### src/rtl/bus_region_decoder.sv
// bus_region_decoder: registered base/mask bus-cycle decoder for an 8086-style bus.
// Produces one-hot chip selects, per-region wait-state READY and single-cycle
// read/write strobes. Optional sticky unmapped-access flag under `UNMAPPED_ERR_EN`
// (adds ports err / err_clr).
module bus_region_decoder #(
    parameter int NUM_REGIONS = 4,
    parameter int ADDR_W      = 20,
    parameter int WAIT_W      = 3,
    parameter logic [NUM_REGIONS*ADDR_W-1:0] REGION_BASE =
        {20'h40000, 20'h20000, 20'h00000, 20'h00000},
    parameter logic [NUM_REGIONS*ADDR_W-1:0] REGION_MASK =
        {20'hE0000, 20'hE0000, 20'hE0000, 20'h000C0},
    parameter logic [NUM_REGIONS*WAIT_W-1:0] REGION_WAIT =
        {3'd2, 3'd1, 3'd0, 3'd0},
    parameter logic [NUM_REGIONS-1:0] REGION_IO = 4'b0001
) (
    input  logic                   clk,
    input  logic                   reset,
    input  logic [ADDR_W-1:0]      a,
    input  logic                   m_io,
    input  logic                   rd,
    input  logic                   wr,
    output logic [NUM_REGIONS-1:0] cs,
    output logic                   hit,
    output logic                   ready,
    output logic                   rd_stb,
    output logic                   wr_stb
`ifdef UNMAPPED_ERR_EN
    ,
    input  logic                   err_clr,
    output logic                   err
`endif
);

    typedef enum logic [1:0] {
        IDLE   = 2'd0,
        ACCESS = 2'd1,
        HOLD   = 2'd2
    } state_t;

    state_t                 r_state, w_state_nxt;
    logic [NUM_REGIONS-1:0] r_cs, w_cs_nxt;
    logic                   r_hit, w_hit_nxt;
    logic                   r_wr, w_wr_nxt;
    logic [WAIT_W-1:0]      r_count, w_count_nxt;

    logic [NUM_REGIONS-1:0] w_match;
    logic [NUM_REGIONS-1:0] w_sel;
    logic [WAIT_W-1:0]      w_wait;
    logic                   w_found;
    logic                   w_req;

    assign w_req = rd | wr;

    // Raw per-region window match: masked address compare plus address-space check.
    always_comb begin
        w_match = '0;
        for (int i = 0; i < NUM_REGIONS; i++) begin
            w_match[i] = (((a ^ REGION_BASE[i*ADDR_W +: ADDR_W]) &
                           REGION_MASK[i*ADDR_W +: ADDR_W]) == '0) &&
                         (m_io == ~REGION_IO[i]);
        end
    end

    // Priority select: lowest matching index wins, keeping the select one-hot.
    always_comb begin
        w_sel   = '0;
        w_wait  = '0;
        w_found = 1'b0;
        for (int i = 0; i < NUM_REGIONS; i++) begin
            if (w_match[i] && !w_found) begin
                w_sel[i] = 1'b1;
                w_wait   = REGION_WAIT[i*WAIT_W +: WAIT_W];
                w_found  = 1'b1;
            end
        end
    end

    // Next-state and Moore outputs; strobes/ready decode only from registered state
    // so an asynchronous reset removes them immediately.
    always_comb begin
        w_state_nxt = r_state;
        w_cs_nxt    = r_cs;
        w_hit_nxt   = r_hit;
        w_wr_nxt    = r_wr;
        w_count_nxt = r_count;
        ready       = 1'b1;
        rd_stb      = 1'b0;
        wr_stb      = 1'b0;
        case (r_state)
            IDLE: begin
                if (w_req) begin
                    // Latch decode and direction; write wins over read.
                    // An unmatched access gets zero waits (w_wait stays 0).
                    w_state_nxt = ACCESS;
                    w_cs_nxt    = w_sel;
                    w_hit_nxt   = w_found;
                    w_wr_nxt    = wr;
                    w_count_nxt = w_wait;
                end
            end
            ACCESS: begin
                ready = (r_count == '0);
                if (r_count != '0) begin
                    w_count_nxt = r_count - WAIT_W'(1);
                end else begin
                    // Unmatched accesses still walk the FSM but never strobe.
                    rd_stb      = r_hit & ~r_wr;
                    wr_stb      = r_hit & r_wr;
                    w_state_nxt = HOLD;
                end
            end
            HOLD: begin
                if (!w_req) begin
                    w_state_nxt = IDLE;
                    w_cs_nxt    = '0;
                    w_hit_nxt   = 1'b0;
                end
            end
            default: begin
                w_state_nxt = IDLE;
                w_cs_nxt    = '0;
                w_hit_nxt   = 1'b0;
                w_count_nxt = '0;
            end
        endcase
    end

    // State and latched-decode registers.
    always_ff @(posedge clk or posedge reset) begin
        if (reset) begin
            r_state <= IDLE;
            r_cs    <= '0;
            r_hit   <= 1'b0;
            r_wr    <= 1'b0;
            r_count <= '0;
        end else begin
            r_state <= w_state_nxt;
            r_cs    <= w_cs_nxt;
            r_hit   <= w_hit_nxt;
            r_wr    <= w_wr_nxt;
            r_count <= w_count_nxt;
        end
    end

    assign cs  = r_cs;
    assign hit = r_hit;

`ifdef UNMAPPED_ERR_EN
    logic r_err;

    // Sticky unmapped-access flag; a new unmatched access beats a same-cycle clear.
    always_ff @(posedge clk or posedge reset) begin
        if (reset) begin
            r_err <= 1'b0;
        end else if (r_state == IDLE && w_req && !w_found) begin
            r_err <= 1'b1;
        end else if (err_clr) begin
            r_err <= 1'b0;
        end
    end

    assign err = r_err;
`endif

endmodule

### config.mk
export PLATFORM = sky130hd
export DESIGN_NAME = bus_region_decoder
export DESIGN_NICKNAME = d
export VERILOG_FILES = /design/src/rtl/bus_region_decoder.sv
export SDC_FILE = /design/constraint.sdc
export NUM_CORES = 1
export LEC_CHECK = 0
export BUFFER_PORTS_ARGS = -buffer_cell sky130_fd_sc_hd__buf_2
export CAP_MARGIN = 20
export CELL_PAD_IN_SITES_DETAIL_PLACEMENT = 1
export CELL_PAD_IN_SITES_GLOBAL_PLACEMENT = 1
export CORE_MARGIN = 2
export CORE_UTILIZATION = 28
export DETAILED_ROUTE_END_ITERATION = 10
export PLACE_DENSITY = 0.72
export SETUP_SLACK_MARGIN = 0.5
export SYNTH_ARGS = -nofsm -noshare
export SYNTH_HDL_FRONTEND = slang
export SYNTH_SLANG_ARGS = --single-unit
### constraint.sdc
create_clock -name clk -period 1.3 [get_ports clk]
set_input_delay 0 -clock clk [delete_from_list [all_inputs] [get_ports clk]]
set_output_delay 0 -clock clk [all_outputs]
set_load 0.05 [all_outputs]
==> impl_metrics.toml, run 1 <==
[cts]
tritoncts = "done"
cts_buffer_depth = 2
ctsHtreeMaxLevel = 1
path_clk_slew_ps = 80
clk_root_buffer_cell = "sky130_fd_sc_hd__clkbuf_4"
cts_sinks = 11
cts_made_buffers = 3
insertion_delay_ps = 290

[routing]
drt_wl_total_mm = 2.11
drt-pass1-iter-count = 4
route.antenna.remaining_nets = 0
drc = 0
routed_wire_length_per_instance_um = 15.5
viasPerCell = 4.75
drt_iter0_markers = 3
routed-via-count = 646

[hold_path]
timing.hold.worst.class = "in2reg"

[critical_path]
critical_path.top_delay_family = "flip-flops"
path_buf_inv = 2
crit_fanout = 4
critPathLaunchType = "flop"
crit_chain = "inv_2 -> ha_4 -> nand2b_4 -> nor2_4 -> and3_4 -> buf_8"
timing.critical_path.slowest_stage_cell = "sky130_fd_sc_hd__dfrtp_1"
timing.critical_path.slowest_cell_delay_ps = 400
criticalPathCategory = "reg2out"
cp.arrival_ps = 1470
timing.critical_path.required_ps = 1300
reg2reg_slack_ps = -80
worstSetupEndpointType = "output port"

[pwr]
power.leakage_nw = 0.544
power_density_nw_per_um2 = 2450
vdd_ir_drop_max_uv = 1390

[synth]
yosys_most_used_dff = "sky130_fd_sc_hd__dfrtp_1"
netlist-cell-type-count = 29
syn-num-nets = 91
seq_area_frac_synth_pct = 43.1
synth.yosys.warnings = 0
synth_edf_count = 0
synthTopCellsByArea = "sky130_fd_sc_hd__dfrtp_1, sky130_fd_sc_hd__xnor2_4, sky130_fd_sc_hd__nand2_1"
post_synth_inst_count = 64
yosys_register_bits = 11
syn-cell-area_sq_um = 639
top_area_cell_type_share_of_the_netlist_area_pct = 43.1
avgSynthCellArea_sq_um = 9.99
synth_most_common_cell = "sky130_fd_sc_hd__dfrtp_1"
synth.top_cells.by_count = "sky130_fd_sc_hd__dfrtp_1, sky130_fd_sc_hd__nand2_1, sky130_fd_sc_hd__nor2_1, sky130_fd_sc_hd__inv_1"
synthDominantAreaCellType = "sky130_fd_sc_hd__dfrtp_1"
synthArstFlopShare_pct = 100

[timing]
unrepaired_setup_endpoints_after_global_routing = "yes"
hold_viol = 0
finalSetupViolCount = 4
fin_crit_sh_pct = 113
final-max-slew-violation-count = 0
timing.clock.skew_ps = 0.598
timing.final.crit_period_ps = 1470
worst_slack_ps = -165
fmax_ghz = 0.682
slew_headroom_pct = 71.6
tightest_slew_ps = 425

[outcome]
violated_checks = "setup timing"
status = "finished with violations"

[cells_and_area]
post_route_cells_drive_above_1_share_pct = 63.9
area_growth_syn_to_layout_pct = 83.0
finish.net_count = 136
antenna_diode_count = 0
n_fill_cell = 236
sequential_cell_area_sq_um = 277
post-route-cell-area_sq_um = 1170
multi_input_area_sq_um = 455

[global_routing]
grt_antenna_before_repair = 0
grt_remaining_overflow = 0
grt_max_degree = 12
grt_pass1_vias = 679
grt_pass1_wl_mm = 3.28
groute.usage.overall_pct = 16.9

[placed_design]
numPortBuffers = 17
place_worst_setup_slack_ps = 16.8
gpl.final_weighted_congestion = 0.734
detailed_place_hpwl_mm = 1.23
place_area_sq_um = 837

[run]
maxCapViolations = 0

[die]
dieWidth_um = 51.8
coreArea_sq_um = 2190
core.rowCount = 17
io_pins = 33
die_boundary_height_um = 51.8
floorplan_die_area_sq_um = 2680
initial_core_util_pct = 29.2
[stage by stage]
step	util (%)	std cells	hold slack, ps	TNS (ps)	total power [mW]
2_1_floorplan	-	64	-148	0	1.54
3_3_place_gp	38.2	112	20.9	0	1.80
3_5_place_dp	38.2	112	30.1	0	1.83
4_1_cts	50.1	131	13.9	-451	2.60
5_1_grt	53.4	136	38.5	-784	3.04
6_report	53.4	136	8.49	-457	2.87
[cell type report]
| cell class | count | share of cell area [%] |
|---|---|---|
| Tap cell | 28 | 2.99 |
| Clock buffer | 4 | 2.25 |
| Sequential cell | 11 | 23.6 |
| Inverter | 4 | 1.28 |
| Multi-Input combinational cell | 48 | 38.9 |
| Timing Repair Buffer | 41 | 30.9 |
[path summary, 6_finish.rpt]
kind                                     endpoint                   start  cells past startpoint
setup / recovery                           wr_stb  r_count[0]$_DFFE_PP0P_                      6
hold / removal                   r_wr$_DFFE_PP0P_                      wr                      2
setup reg to reg           r_count[1]$_DFFE_PP0P_  r_count[0]$_DFFE_PP0P_                      6
hold reg to reg                 cs[3]$_DFFE_PP0P_       cs[3]$_DFFE_PP0P_                      2
max in group asynchronous  r_state[0]$_DFFE_PP0P_                   reset                      3
min in group asynchronous       cs[1]$_DFFE_PP0P_                   reset                      3
[cells in the final DEF, fill, tap and decap left out, types with 9 or more instances in the layout]
master,synthesis,final
sky130_fd_sc_hd__buf_4,0,14
sky130_fd_sc_hd__buf_6,1,13
sky130_fd_sc_hd__dfrtp_1,11,10
sky130_fd_sc_hd__buf_2,0,9
[worst reg2reg max path: stages, from the launching register on]
cell and delay (ps):
sky130_fd_sc_hd__dfrtp_1 400, sky130_fd_sc_hd__inv_2 90, sky130_fd_sc_hd__ha_4 140, sky130_fd_sc_hd__nand2b_4 60, sky130_fd_sc_hd__buf_4 160, sky130_fd_sc_hd__o22ai_4 110
sky130_fd_sc_hd__mux2_4 310
[cells by family (layout without fill, tap and decap cells)]
family          count (synthesis)  in the layout  synth area share, %
flops                          11             11                 43.1
xor+xnor                        1              1                 4.31
buf+inv                         5             49                 4.11
compound gates                 16             16                 17.6
fa+ha+maj                       2              2                 3.91
simple gates                   26             26                 22.1
mux                             3              3                 4.89
[sequential cells by signal, summed over array words and instances (netlist names)]
name     cells
cs           4
hit          1
r_count      3
r_state      2
r_wr         1
[repair_timing]
item | 4_1_cts | 5_1_grt
pin swaps | 12 | 7
endpoints found under the setup margin | 19 | 19
hold buffers | 2 | 0
setup buffers | 13 | 5
endpoints found under the hold margin | 12 | 0
resized for setup | 32 | 8
gates cloned | 0 | 0
[report_power, final]
group / switching [mW] / internal (mW) / total (mW)
combinational: 0.950 / 1.08 / 2.03
sequential: 0.114 / 0.459 / 0.573
clock: 0.149 / 0.120 / 0.268
[layer usage]
metal / track usage, % / up-vias / routed length (um)
li1: - / 316 / -
met1: 21.4 / 317 / 823
met2: 28.0 / 8 / 1190
met3: 2.87 / 5 / 46
met4: 7.89 / 0 / 42
met5: 0 / - / 0
Power figures use the tool's default switching activity.
==> inputs of run 2 (changes only) <==
--- a/config.mk
+++ b/config.mk
@@ -5,15 +5,17 @@
 export SDC_FILE = /design/constraint.sdc
 export NUM_CORES = 1
 export LEC_CHECK = 0
+export ABC_AREA = 1
 export BUFFER_PORTS_ARGS = -buffer_cell sky130_fd_sc_hd__buf_2
 export CAP_MARGIN = 20
 export CELL_PAD_IN_SITES_DETAIL_PLACEMENT = 1
 export CELL_PAD_IN_SITES_GLOBAL_PLACEMENT = 1
 export CORE_MARGIN = 2
-export CORE_UTILIZATION = 28
+export CORE_UTILIZATION = 27
 export DETAILED_ROUTE_END_ITERATION = 10
 export PLACE_DENSITY = 0.72
 export SETUP_SLACK_MARGIN = 0.5
+export SLEW_MARGIN = 40
 export SYNTH_ARGS = -nofsm -noshare
 export SYNTH_HDL_FRONTEND = slang
 export SYNTH_SLANG_ARGS = --single-unit
==> impl_metrics.toml, run 2 <==
[outcome]
status = "finished with violations"
violated_checks = "setup timing"

[global_routing]
grt_antenna_before_repair = 0
grt_pass1_vias = 764
groute.usage.overall_pct = 15.9
grt_remaining_overflow = 0
grt_max_degree = 12
grt_pass1_wl_mm = 3.23

[synth]
yosys_register_bits = 11
synthDominantAreaCellType = "sky130_fd_sc_hd__dfrtp_1"
synth.yosys.warnings = 0
synth_most_common_cell = "sky130_fd_sc_hd__nand2_1"
post_synth_inst_count = 88
yosys_most_used_dff = "sky130_fd_sc_hd__dfrtp_1"
synth.top_cells.by_count = "sky130_fd_sc_hd__nand2_1, sky130_fd_sc_hd__dfrtp_1, sky130_fd_sc_hd__inv_1, sky130_fd_sc_hd__nor2_1, sky130_fd_sc_hd__nor2_2"
seq_area_frac_synth_pct = 41.0
syn-cell-area_sq_um = 672
top_area_cell_type_share_of_the_netlist_area_pct = 41.0
netlist-cell-type-count = 18
syn-num-nets = 115
synth_edf_count = 0
synthTopCellsByArea = "sky130_fd_sc_hd__dfrtp_1, sky130_fd_sc_hd__nand2_1, sky130_fd_sc_hd__inv_1"
avgSynthCellArea_sq_um = 7.64
synthArstFlopShare_pct = 100

[cells_and_area]
sequential_cell_area_sq_um = 278
antenna_diode_count = 0
mostFrequentLayoutCells = "sky130_fd_sc_hd__nand2_1, sky130_fd_sc_hd__buf_6, sky130_fd_sc_hd__buf_4"
n_fill_cell = 278
fin_util_pct = 50.3
multi_input_area_sq_um = 463
layout.cells.non_filler = 162
post_route_cells_drive_above_1_share_pct = 59.8
finish.net_count = 160
most_common_library_cell_in_the_layout_ignoring_fill_and_taps = "sky130_fd_sc_hd__nand2_1"
post-route-cell-area_sq_um = 1210
largest_register_ff_count = 4
area_growth_syn_to_layout_pct = 80.3

[die]
io_pins = 33
dieWidth_um = 53.9
coreArea_sq_um = 2410
initial_core_util_pct = 27.9
die_boundary_height_um = 53.9
floorplan_die_area_sq_um = 2900
core.rowCount = 18

[routing]
routed_wire_length_per_instance_um = 12.3
drt-pass1-iter-count = 2
route.antenna.remaining_nets = 0
drt_wl_total_mm = 2.00
drc = 0
viasPerCell = 4.46
routed-via-count = 722
drt_iter0_markers = 1

[critical_path]
crit_path_frequent_cell = "sky130_fd_sc_hd__nor2_4"
path_buf_inv = 2
cp.arrival_ps = 1380
critical_path.startpoint = "r_count[1]$_DFFE_PP0P_"
crit_chain = "inv_2 -> ha_4 -> nand2_4 -> nor2_4 -> nand2_2 -> nor2_4 -> buf_6"
timing.critical_path.slowest_stage_cell = "sky130_fd_sc_hd__dfrtp_1"
critical_path.top_delay_family = "flip-flops"
timing.critical_path.required_ps = 1300
crit_fanout = 2
r2r.worst_path.cells = 10
criticalPathCategory = "reg2out"
reg2reg_slack_ps = -50
regToRegEndpoint = "r_count[1]$_DFFE_PP0P_"
r2r-start = "r_count[1]$_DFFE_PP0P_"
critical_path_depth = 7
critPathCapture = "wr_stb"
critPathLaunchType = "flop"
timing.critical_path.slowest_cell_delay_ps = 400
worstSetupEndpointType = "output port"

[timing]
setup_tns_ps = -250
slew_headroom_pct = 69.7
hold_viol = 0
unrepaired_setup_endpoints_after_global_routing = "yes"
timing.final.crit_period_ps = 1380
holdWs_ps = 17.7
timing.clock.skew_ps = 5.22
fmax_ghz = 0.723
tightest_slew_ps = 454
fin_crit_sh_pct = 106
worst_slack_ps = -83.1
finalSetupViolCount = 6
final-max-slew-violation-count = 0

[placed_design]
detailed_place_hpwl_mm = 1.38
gpl.final_weighted_congestion = 0.739
place_worst_setup_slack_ps = 12.4
place_area_sq_um = 880
dp_cells = 138
numPortBuffers = 17

[cts]
path_clk_slew_ps = 80
cts_made_buffers = 3
clk_root_buffer_cell = "sky130_fd_sc_hd__clkbuf_4"
cts_buffer_depth = 2
insertion_delay_ps = 270
ctsHtreeMaxLevel = 1
tritoncts = "done"
cts_sinks = 11

[pwr]
power.leakage_nw = 0.629
fin_total_pwr_mw = 2.77
power_density_nw_per_um2 = 2280
vdd_ir_drop_max_uv = 1060

[run]
maxCapViolations = 0

[hold_path]
timing.hold.worst.class = "in2reg"
## run 2: cell types whose count changed after synthesis, sizes merged, moves of 2 or more
| cell | change |
|---|---|
| o22ai | -2 |
| inv | +10 |
| nand2 | +27 |
| a21oi | -3 |
| a21o | -2 |
| mux2i | -2 |
| nor2 | +7 |
| nand2b | -3 |
| nand3 | +3 |
## run 2: per-layer routing
metal  GRT usage, %  vias up  share of wire, %
met3           1.67        2               3.3
met4           5.13        0               1.1
met5              0        -                 0
met2           29.1       16                58
met1           19.1      350                37
li1               -      354                 -
## run 2: logic make-up after synthesis
| family | after synthesis | share of synthesized area [%] |
|---|---|---|
| and+or+nand+nor | 56 | 41.5 |
| buffers and inverters | 14 | 7.82 |
| DFF | 11 | 41.0 |
| AOI/OAI and AO/OA | 4 | 4.66 |
| adders and majority gates | 2 | 3.72 |
| xor gates and xnor gates | 1 | 1.30 |
## run 2: worst min-delay path by stage
stage / endpoint / startpoint / cells after the start / slack, ps
floorplan: cs[0]$_DFFE_PP0P_ / reset / 1 / -150
global placement: cs[3]$_DFFE_PP0P_ / reset / 2 / 20
detailed placement: cs[3]$_DFFE_PP0P_ / reset / 2 / 30
CTS: cs[0]$_DFFE_PP0P_ / a[7] / 4 / 1
global route: cs[1]$_DFFE_PP0P_ / a[18] / 4 / 30
finish: cs[1]$_DFFE_PP0P_ / a[19] / 4 / 20
## run 2: area by class of cell
cell class / count / area share (%)
well taps: 30 / 3.10
multi-input cells: 63 / 38.2
clock buffers: 4 / 2.17
repair buffers: 40 / 29.2
inverters: 14 / 4.34
flip-flops and latches: 11 / 22.9
## run 2: where the power goes
group	total (mW)	switching, mW	internal (mW)	leakage (nW)
Combinational	1.96	1.05	0.914	0.472
Clock	0.240	0.121	0.119	0.0150
Sequential	0.565	0.107	0.457	0.142
## run 2: tightest hold or removal path: stages
cell	delay (ps)
sky130_fd_sc_hd__buf_2	80
sky130_fd_sc_hd__nor2_2	50
sky130_fd_sc_hd__nand3_2	70
sky130_fd_sc_hd__nand2_1	50
## run 2: repair_timing
action / in CTS / in global routing
endpoints found under the setup margin: 19 / 19
hold buffers: 2 / 0
gates resized for setup: 35 / 9
setup buffers: 13 / 5
pin swaps: 13 / 8
endpoints found under the hold margin: 12 / 0
==> inputs of run 3 (changes only) <==
--- a/config.mk
+++ b/config.mk
@@ -11,9 +11,10 @@
 export CELL_PAD_IN_SITES_DETAIL_PLACEMENT = 1
 export CELL_PAD_IN_SITES_GLOBAL_PLACEMENT = 1
 export CORE_MARGIN = 2
-export CORE_UTILIZATION = 27
+export CORE_UTILIZATION = 29
+export CTS_BUF_LIST = sky130_fd_sc_hd__clkbuf_8
 export DETAILED_ROUTE_END_ITERATION = 10
-export PLACE_DENSITY = 0.72
+export PLACE_DENSITY = 0.76
 export SETUP_SLACK_MARGIN = 0.5
 export SLEW_MARGIN = 40
 export SYNTH_ARGS = -nofsm -noshare
==> impl_metrics.toml, run 3 (synthesis gave the netlist of run 2 again) <==
[critical_path]
reg2reg_slack_ps = -20
timing.critical_path.required_ps = 1300
cp.arrival_ps = 1390
critPathLaunchType = "flop"
regToRegEndpoint = "r_count[0]$_DFFE_PP0P_"
criticalPathCategory = "reg2out"
crit_fanout = 2
worstSetupEndpointType = "output port"
critPathCapture = "rd_stb"
r2r-start = "r_count[0]$_DFFE_PP0P_"
critical_path.startpoint = "r_count[0]$_DFFE_PP0P_"
r2r.worst_path.cells = 9

[cells_and_area]
post-route-cell-area_sq_um = 1170
sequential_cell_area_sq_um = 279
layout.cells.non_filler = 156
most_common_library_cell_in_the_layout_ignoring_fill_and_taps = "sky130_fd_sc_hd__nand2_1"
mostFrequentLayoutCells = "sky130_fd_sc_hd__nand2_1, sky130_fd_sc_hd__buf_6, sky130_fd_sc_hd__buf_4, sky130_fd_sc_hd__nand2_2, sky130_fd_sc_hd__buf_2"
antenna_diode_count = 0
largest_register_ff_count = 4
finish.net_count = 156
n_fill_cell = 257
fin_util_pct = 53.6
area_growth_syn_to_layout_pct = 74.7
post_route_cells_drive_above_1_share_pct = 60.2
multi_input_area_sq_um = 448

[cts]
cts_made_buffers = 3
insertion_delay_ps = 240
tritoncts = "done"
clk_root_buffer_cell = "sky130_fd_sc_hd__clkbuf_8"
cts_buffer_depth = 2
path_clk_slew_ps = 50
cts_sinks = 11
ctsHtreeMaxLevel = 1

[outcome]
status = "finished with violations"
violated_checks = "setup timing"

[routing]
route.antenna.remaining_nets = 0
drc = 0
drt-pass1-iter-count = 4
routed_wire_length_per_instance_um = 13.8
viasPerCell = 4.44
drt_wl_total_mm = 2.15
drt_iter0_markers = 3
routed-via-count = 693

[pwr]
power.leakage_nw = 0.614
share_seq_of_total_power_pct = 20.9
power.internal_mw = 1.50
p_clk_share_pct = 12.5
net-switching-power_mw = 1.31
power_density_nw_per_um2 = 2390
switching_fraction_pct = 46.6
vdd_ir_drop_max_uv = 962
combPwrFrac_pct = 66.6

[die]
io_pins = 33
core.rowCount = 17
die_boundary_height_um = 52.1
dieWidth_um = 52.1
floorplan_die_area_sq_um = 2720
initial_core_util_pct = 30.7
coreArea_sq_um = 2190

[timing]
timing.clock.skew_ps = 0.916
tightest_slew_ps = 447
hold_viol = 0
slew_headroom_pct = 70.2
worst_slack_ps = -87.9
finalSetupViolCount = 4
timing.final.crit_period_ps = 1390
unrepaired_setup_endpoints_after_global_routing = "yes"
fmax_ghz = 0.721
fin_crit_sh_pct = 107
final-max-slew-violation-count = 0

[placed_design]
dp_cells = 135
place_area_sq_um = 870
detailed_place_hpwl_mm = 1.36
gpl.final_weighted_congestion = 0.762
numPortBuffers = 17

[run]
maxCapViolations = 0

[global_routing]
grt_pass1_wl_mm = 3.31
grt_remaining_overflow = 0
grt_max_degree = 12
grt_antenna_before_repair = 0
groute.usage.overall_pct = 17.0
grt_pass1_vias = 750

[hold_path]
timing.hold.worst.class = "in2reg"
run 3: changes by cell type in the layout (fill, tap and decap cells not counted), moves of 2 or more:
cell / change
sky130_fd_sc_hd__clkbuf_4: -3
sky130_fd_sc_hd__clkbuf_8: +3
sky130_fd_sc_hd__buf_6: -2
sky130_fd_sc_hd__inv_2: +2
run 3: how the worst min path moves through the flow:
stage	from	end	slack [ps]	cells past startpoint
after global routing	a[6]	cs[0]$_DFFE_PP0P_	60	4
after detailed placement	reset	r_count[1]$_DFFE_PP0P_	20	2
after global placement	reset	cs[2]$_DFFE_PP0P_	20	2
final	a[18]	cs[1]$_DFFE_PP0P_	40	4
after CTS	a[6]	cs[0]$_DFFE_PP0P_	40	4
after floorplan	reset	cs[0]$_DFFE_PP0P_	-150	1
run 3: stage by stage:
| step | hold WS [ps] | setup TNS, ps | power, mW | setup slack [ps] |
|---|---|---|---|---|
| after floorplan | -148 | 0 | 1.49 | 125 |
| after global placement | 15.9 | 0 | 1.73 | 35.7 |
| after detailed placement | 19.9 | 0 | 1.78 | 31.3 |
| after CTS | 36.6 | -48.3 | 2.46 | -48.3 |
| after global routing | 62.6 | -419 | 2.96 | -118 |
| final | 38.8 | -227 | 2.80 | -87.9 |
run 3: layer usage:
layer | global-route usage, % | part of all wire [%]
met1 | 19.8 | 43
met3 | 3.45 | 1.9
met4 | 5.13 | 1.4
met2 | 31.0 | 53
met5 | 0 | 0
run 3: power by group through the flow:
stage                     clock, mW  combinational, mW  sequential (mW)
after global routing          0.376               1.99            0.596
final                         0.352               1.87            0.585
after floorplan                   0              0.838            0.656
after CTS                     0.344               1.53            0.579
after detailed placement          0               1.22            0.563
after global placement            0               1.17            0.559
run 3: cell type report:
cell class                 instances  area share, %
sequential                        11           23.8
clock buffer                       3           3.52
timing repair buffer              36           26.8
inverter                          14           4.48
tap                               28           2.99
multi-input combinational         63           38.2
clock inverter                     1          0.320
run 3: worst max-delay path, cell delays in order, from the launching register on:
cell and delay, ps:
sky130_fd_sc_hd__dfrtp_1 390, sky130_fd_sc_hd__inv_2 80, sky130_fd_sc_hd__ha_4 140, sky130_fd_sc_hd__buf_4 120, sky130_fd_sc_hd__nand3_4 70, sky130_fd_sc_hd__nor3_4 160
sky130_fd_sc_hd__buf_6 180
run 3: timing repair:
action	CTS	global route
resized for setup	27	14
endpoints found under the hold margin	11	0
gates cloned	0	0
setup buffers	6	10
endpoints found under the setup margin	19	19
pin swaps	8	14
hold buffers	1	0
